--- src/rtl/fir_tap_sequencer.sv ---
// rtl/fir_tap_sequencer.sv - tap sequencer for a time-multiplexed FIR with a shared MAC
module fir_tap_sequencer #(
    parameter int TAPS    = 8,
    parameter int ADDR_W  = 3,
    parameter int MAC_LAT = 1
) (
    input  logic              CLOCK_50,
    input  logic              reset_n,
    input  logic              sample_valid,
    output logic              sample_ready,
    input  logic              toggle_btn,
    output logic              wr_en,
    output logic [ADDR_W-1:0] wr_addr,
    output logic [ADDR_W-1:0] rd_addr,
    output logic [ADDR_W:0]   coef_addr,
    output logic              mac_clr,
    output logic              mac_en,
    output logic              out_valid,
    output logic              out_primed,
    output logic              coef_bank,
    output logic              busy
);

    localparam int DW         = (MAC_LAT > 1) ? $clog2(MAC_LAT) : 1;
    localparam int DRAIN_LAST = (MAC_LAT > 0) ? MAC_LAT - 1 : 0;
    localparam int CW         = ADDR_W + 1;

    typedef enum logic [2:0] {IDLE, WRITE, RUN, DRAIN, DONE} state_t;

    state_t            state_q, state_d;
    logic [ADDR_W-1:0] tap_q, tap_d, tap_next;
    logic [DW-1:0]     drain_q, drain_d;
    logic [ADDR_W-1:0] wr_ptr_q, wr_ptr_d;
    logic [CW-1:0]     prime_cnt_q, prime_cnt_d;
    logic              bank_pending_q, bank_pending_d;
    logic              sync1_q, sync1_d, sync2_q, sync2_d, btn_prev_q, btn_prev_d;
    logic              sample_ready_q, sample_ready_d;
    logic              wr_en_q, wr_en_d;
    logic [ADDR_W-1:0] wr_addr_q, wr_addr_d;
    logic [ADDR_W-1:0] rd_addr_q, rd_addr_d;
    logic [ADDR_W:0]   coef_addr_q, coef_addr_d;
    logic              mac_clr_q, mac_clr_d;
    logic              mac_en_q, mac_en_d;
    logic              out_valid_q, out_valid_d;
    logic              out_primed_q, out_primed_d;
    logic              coef_bank_q, coef_bank_d;
    logic              busy_q, busy_d;
    logic              accept, btn_rise, enter_done;

    always_comb begin
        state_d        = state_q;
        tap_d          = tap_q;
        drain_d        = drain_q;
        wr_ptr_d       = wr_ptr_q;
        prime_cnt_d    = prime_cnt_q;
        wr_addr_d      = wr_addr_q;
        rd_addr_d      = rd_addr_q;
        coef_addr_d    = coef_addr_q;
        wr_en_d        = 1'b0;
        mac_en_d       = 1'b0;
        mac_clr_d      = 1'b0;
        out_valid_d    = 1'b0;
        out_primed_d   = out_primed_q;
        enter_done     = 1'b0;
        tap_next       = tap_q + ADDR_W'(1);

        accept         = (state_q == IDLE) && sample_valid;
        btn_rise       = sync2_q && !btn_prev_q;
        sync1_d        = toggle_btn;
        sync2_d        = sync1_q;
        btn_prev_d     = sync2_q;
        // An edge arriving on the accept edge survives for the next sample.
        bank_pending_d = (bank_pending_q && !accept) || btn_rise;
        coef_bank_d    = coef_bank_q ^ (accept && bank_pending_q);

        case (state_q)
            IDLE: begin
                if (accept) begin
                    state_d   = WRITE;
                    wr_en_d   = 1'b1;
                    wr_addr_d = wr_ptr_q;
                end
            end
            WRITE: begin
                state_d     = RUN;
                tap_d       = '0;
                mac_en_d    = 1'b1;
                mac_clr_d   = 1'b1;
                rd_addr_d   = wr_ptr_q;
                coef_addr_d = {coef_bank_q, {ADDR_W{1'b0}}};
            end
            RUN: begin
                if (&tap_q) begin
                    if (MAC_LAT == 0) begin
                        enter_done = 1'b1;
                    end else begin
                        state_d = DRAIN;
                        drain_d = '0;
                    end
                end else begin
                    tap_d       = tap_next;
                    mac_en_d    = 1'b1;
                    rd_addr_d   = wr_ptr_q - tap_next;
                    coef_addr_d = {coef_bank_q, tap_next};
                end
            end
            DRAIN: begin
                if (drain_q == DW'(DRAIN_LAST)) begin
                    enter_done = 1'b1;
                end else begin
                    drain_d = drain_q + DW'(1);
                end
            end
            DONE: begin
                state_d  = IDLE;
                wr_ptr_d = wr_ptr_q + ADDR_W'(1);
            end
            default: state_d = IDLE;
        endcase

        if (enter_done) begin
            state_d     = DONE;
            out_valid_d = 1'b1;
            if (prime_cnt_q != CW'(TAPS)) begin
                prime_cnt_d = prime_cnt_q + CW'(1);
            end
            out_primed_d = out_primed_q || (prime_cnt_d == CW'(TAPS));
        end

        sample_ready_d = (state_d == IDLE);
        busy_d         = (state_d != IDLE);
    end

    always_ff @(posedge CLOCK_50) begin
        if (!reset_n) begin
            state_q        <= IDLE;
            tap_q          <= '0;
            drain_q        <= '0;
            wr_ptr_q       <= '0;
            prime_cnt_q    <= '0;
            bank_pending_q <= 1'b0;
            sync1_q        <= 1'b0;
            sync2_q        <= 1'b0;
            btn_prev_q     <= 1'b0;
            sample_ready_q <= 1'b1;
            wr_en_q        <= 1'b0;
            wr_addr_q      <= '0;
            rd_addr_q      <= '0;
            coef_addr_q    <= '0;
            mac_clr_q      <= 1'b0;
            mac_en_q       <= 1'b0;
            out_valid_q    <= 1'b0;
            out_primed_q   <= 1'b0;
            coef_bank_q    <= 1'b0;
            busy_q         <= 1'b0;
        end else begin
            state_q        <= state_d;
            tap_q          <= tap_d;
            drain_q        <= drain_d;
            wr_ptr_q       <= wr_ptr_d;
            prime_cnt_q    <= prime_cnt_d;
            bank_pending_q <= bank_pending_d;
            sync1_q        <= sync1_d;
            sync2_q        <= sync2_d;
            btn_prev_q     <= btn_prev_d;
            sample_ready_q <= sample_ready_d;
            wr_en_q        <= wr_en_d;
            wr_addr_q      <= wr_addr_d;
            rd_addr_q      <= rd_addr_d;
            coef_addr_q    <= coef_addr_d;
            mac_clr_q      <= mac_clr_d;
            mac_en_q       <= mac_en_d;
            out_valid_q    <= out_valid_d;
            out_primed_q   <= out_primed_d;
            coef_bank_q    <= coef_bank_d;
            busy_q         <= busy_d;
        end
    end

    assign sample_ready = sample_ready_q;
    assign wr_en        = wr_en_q;
    assign wr_addr      = wr_addr_q;
    assign rd_addr      = rd_addr_q;
    assign coef_addr    = coef_addr_q;
    assign mac_clr      = mac_clr_q;
    assign mac_en       = mac_en_q;
    assign out_valid    = out_valid_q;
    assign out_primed   = out_primed_q;
    assign coef_bank    = coef_bank_q;
    assign busy         = busy_q;

endmodule

--- config.mk ---
export PLATFORM = sky130hd
export DESIGN_NAME = fir_tap_sequencer
export DESIGN_NICKNAME = d
export VERILOG_FILES = /design/src/rtl/fir_tap_sequencer.sv
export SDC_FILE = /design/constraint.sdc
export NUM_CORES = 1
export LEC_CHECK = 0
export BUFFER_PORTS_ARGS = -buffer_cell sky130_fd_sc_hd__buf_2
export CORE_MARGIN = 2
export CORE_UTILIZATION = 40
export DETAILED_ROUTE_END_ITERATION = 16
export GPL_TIMING_DRIVEN = 0
export HOLD_SLACK_MARGIN = 0.12
export PLACE_DENSITY = 0.62
export SLEW_MARGIN = 20
export SYNTH_ARGS = -nofsm -noshare
export SYNTH_HDL_FRONTEND = slang
export SYNTH_SLANG_ARGS = --single-unit
--- constraint.sdc ---
create_clock -name CLOCK_50 -period 2.1 [get_ports CLOCK_50]
set_input_delay 0.105 -clock CLOCK_50 [delete_from_list [all_inputs] [get_ports CLOCK_50]]
set_output_delay 0.105 -clock CLOCK_50 [all_outputs]
set_load 0.05 [all_outputs]
==> impl_metrics.env <==
export IMPL_insertedDiodeCount=0
export IMPL_drt_pass1_iterations=4
export IMPL_antenna_found_initial=0
export IMPL_power_static_leakage_nw=0.725
export IMPL_core_area_um2=3360
export IMPL_first_global_vias=1054
export IMPL_fp_dieArea_um2=4000
export IMPL_synth_top_flop_cell="sky130_fd_sc_hd__dfxtp_1"
export IMPL_ios=22
export IMPL_port_buffers=21
export IMPL_fp_dieW_um=63.2
export IMPL_timing_reg2reg_worst_path_depth=6
export IMPL_max_slew_margin_pct=64.2
export IMPL_clk_pin_slew_worst_paths_ns=0.10
export IMPL_tritoncts="yes"
export IMPL_worst_r2r_startpoint="tap_q[0]"
export IMPL_vdd_ir_drop_worst_mv=0.346
export IMPL_synth_async_sr_flop_share_pct=0
export IMPL_clock_sinks=32
export IMPL_min_delay_path_depth=1
export IMPL_wire_per_inst_um=11.6
export IMPL_mostFrequentLayoutCells="sky130_fd_sc_hd__dfxtp_1, sky130_fd_sc_hd__buf_2, sky130_fd_sc_hd__and2_1"
export IMPL_share_of_the_clock_period_used_by_the_worst_path_after_layout_pct=87.4
export IMPL_required_ns=2.34
export IMPL_cp_data_arrival_time_ns=2.08
export IMPL_drv_slew=0
export IMPL_setup_violations_final=0
export IMPL_yosys_area_share_simple_pct=22.5
export IMPL_worst_setup_path_startpoint="tap_q[0]"
export IMPL_max_clock_freq_mhz=545
export IMPL_grt_first_pass_wirelength_mm=4.64
export IMPL_worst_slew_pin_slew_ns=0.536
export IMPL_synthesis_area_per_instance_um2=9.88
export IMPL_post_synth_fa_ha_maj_area_fraction_pct=6.78
export IMPL_final_layout_size_suffix_gt1_share_pct=20.1
export IMPL_max_stage_delay_ns=0.56
export IMPL_fraction_of_the_mapped_netlist_area_in_compound_gates_pct=9.63
export IMPL_final_worst_path_period_need_ns=1.84
export IMPL_clock_tree_htree_level_count=2
export IMPL_worst_skew_pair_late_latency_ns=0.34
export IMPL_synth_top_family_by_area="simple AND/OR/NAND/NOR gates"
export IMPL_drt_wl_total_mm=2.56
export IMPL_number_of_placement_rows=21
export IMPL_post_route_drc_count=0
export IMPL_multi_input_comb_area_um2=687
export IMPL_route_antenna_remaining_nets=0
export IMPL_clockRootBuffer="sky130_fd_sc_hd__clkbuf_4"
export IMPL_n_fill_cell=323
export IMPL_yosys_area_share_xor_xnor_pct=4.37
export IMPL_synth_warning_count=0
export IMPL_synth_area_um2=1400
export IMPL_pwr_density_cell_nw_per_um2=763
export IMPL_hold_viol_final=0
export IMPL_rsz0062_at_grt="false"
export IMPL_synth_edf_count=0
export IMPL_design_final_nets=184
export IMPL_critical_path_most_common_cell="sky130_fd_sc_hd__ha_1"
export IMPL_finalSetupTns_ns=0
export IMPL_crit_chain="ha_1 -> ha_1 -> or4b_4 -> o21ai_4 -> mux2i_1 -> and2_1"
export IMPL_stdcell_area_um2=1670
export IMPL_placed_instance_area_um2=1570
export IMPL_max_cap_viol_count=0
export IMPL_post_synth_inst_count=142
export IMPL_postCtsHoldBufs=3
export IMPL_area_growth_synth_to_final_pct=19.2
export IMPL_vias_per_cell=4.73
export IMPL_critical_path_slowest_cell="sky130_fd_sc_hd__or4b_4"
export IMPL_synth_area_mux_share_pct=5.71
export IMPL_post_cts_resized_instances=0
export IMPL_most_common_cell_after_layout_fill_and_taps_aside="sky130_fd_sc_hd__dfxtp_1"
export IMPL_vias=1041
export IMPL_dp_final_hpwl_mm=1.83
export IMPL_outcome="complete, no violations"
export IMPL_synth_fp_nets=153
export IMPL_largest_net_degree_at_the_start_of_global_routing=11
export IMPL_number_of_flip_flops_and_latches_in_the_synthesized_netlist=32
export IMPL_start_kind="register"
export IMPL_max_clock_path_buffers=2
export IMPL_path_class="reg2reg"
export IMPL_detail_route_iter0_violations=25
export IMPL_ys_types=35
export IMPL_critical_path_endpoint_type="register"
export IMPL_numCtsBuffers=5
export IMPL_share_of_the_yosys_chip_area_belonging_to_registers_pct=45.7
export IMPL_hold_path_startpoint="sync1_q"
export IMPL_dpl_cell_count=209
export IMPL_finalWeightedCongestion=0.777
export IMPL_die_height_um=63.2
export IMPL_skew_ns=0.00851
export IMPL_ff_latch_area_um2=641
export IMPL_gr_usage_all_layers_pct=15.0
export IMPL_initial_utilization_pct=41.7
export IMPL_layoutNonFillerInstCount=220
export IMPL_postCtsSetupBuffers=0
export IMPL_hold_path_class="reg2reg"
export IMPL_grt_overflow_total=0
export IMPL_worstPathMaxFanout=9
-- where the power goes --
| part | internal, mW | switching (mW) | leakage, nW |
|---|---|---|---|
| Combinational | 0.0611 | 0.115 | 0.423 |
| Sequential | 0.629 | 0.0100 | 0.260 |
| Clock | 0.249 | 0.210 | 0.0422 |
| Total | 0.939 | 0.336 | 0.725 |
-- registers in the layout, indices dropped and copies added (netlist names), 2 cells and up --
name and count:
state_q 3, tap_q 2, wr_ptr_q 3, rd_addr 3
coef_addr 2, wr_addr 3, prime_cnt_q 4
-- cell usage after synthesis, types with 4 or more instances --
library cell	instances	share of area (%)
sky130_fd_sc_hd__nand2_1	9	2.4
sky130_fd_sc_hd__nor2_1	4	1.1
sky130_fd_sc_hd__o21ai_0	5	1.8
sky130_fd_sc_hd__nor2b_1	9	4.0
sky130_fd_sc_hd__ha_1	6	5.4
sky130_fd_sc_hd__inv_1	9	2.4
sky130_fd_sc_hd__dfxtp_1	32	46
sky130_fd_sc_hd__xnor2_1	6	3.7
sky130_fd_sc_hd__a21oi_1	5	1.8
sky130_fd_sc_hd__and2_1	14	6.2
sky130_fd_sc_hd__clkbuf_1	4	1.1
sky130_fd_sc_hd__mux2i_1	8	5.7
-- layer usage --
metal,part of all wire [%],vias to the layer above,GRT usage (%),routed length (um)
li1,-,530,-,-
met1,45,477,17.7,1160
met2,47,27,23.9,1200
met3,4.9,7,3.75,125
met4,2.9,0,9.78,74
met5,0,-,0,0
-- critical path: cells and delay by family, from the launching register on --
family / cells / cell delay, ns
simple gates: 2 / 0.72
fa+ha+maj: 2 / 0.42
flops: 1 / 0.36
compound gates: 1 / 0.13
mux: 1 / 0.11
-- area by class of cell --
type / instances / share of cell area, %
Timing Repair Buffer: 24 / 8.08
Clock inverter: 2 / 2.10
Multi-Input combinational cell: 93 / 41.1
Sequential cell: 32 / 38.3
Tap cell: 46 / 3.44
Clock buffer: 6 / 2.47
Inverter: 9 / 2.02
Buffer: 8 / 2.47
-- worst paths after layout --
| check | endpoint | slack, ns |
|---|---|---|
| max | tap_q[0] | 0.26 |
| min | btn_prev_d | 0.44 |
| max reg2reg | tap_q[0] | 0.26 |
| min reg2reg | btn_prev_d | 0.44 |
-- cell families (layout without fill, tap and decap cells) --
group           Yosys count  after routing
fa+ha+maj                 7              7
buf+inv                  17             49
mux                       8              8
flops                    32             32
simple gates             51             51
xor+xnor                  7              7
compound gates           20             20
-- through the flow --
stage | hold WS (ns) | power (mW) | setup slack, ns | util, %
after detailed placement | 0.316 | 0.826 | 0.263 | 46.5
final | 0.438 | 1.27 | 0.265 | 49.7
after CTS | 0.444 | 1.29 | 0.258 | 49.7
after global routing | 0.461 | 1.34 | 0.157 | 49.7
after global placement | 0.313 | 0.824 | 0.276 | 46.5
after floorplan | 0.232 | 0.789 | 0.112 | -
Note: power is estimated with default switching activity, not from simulation.
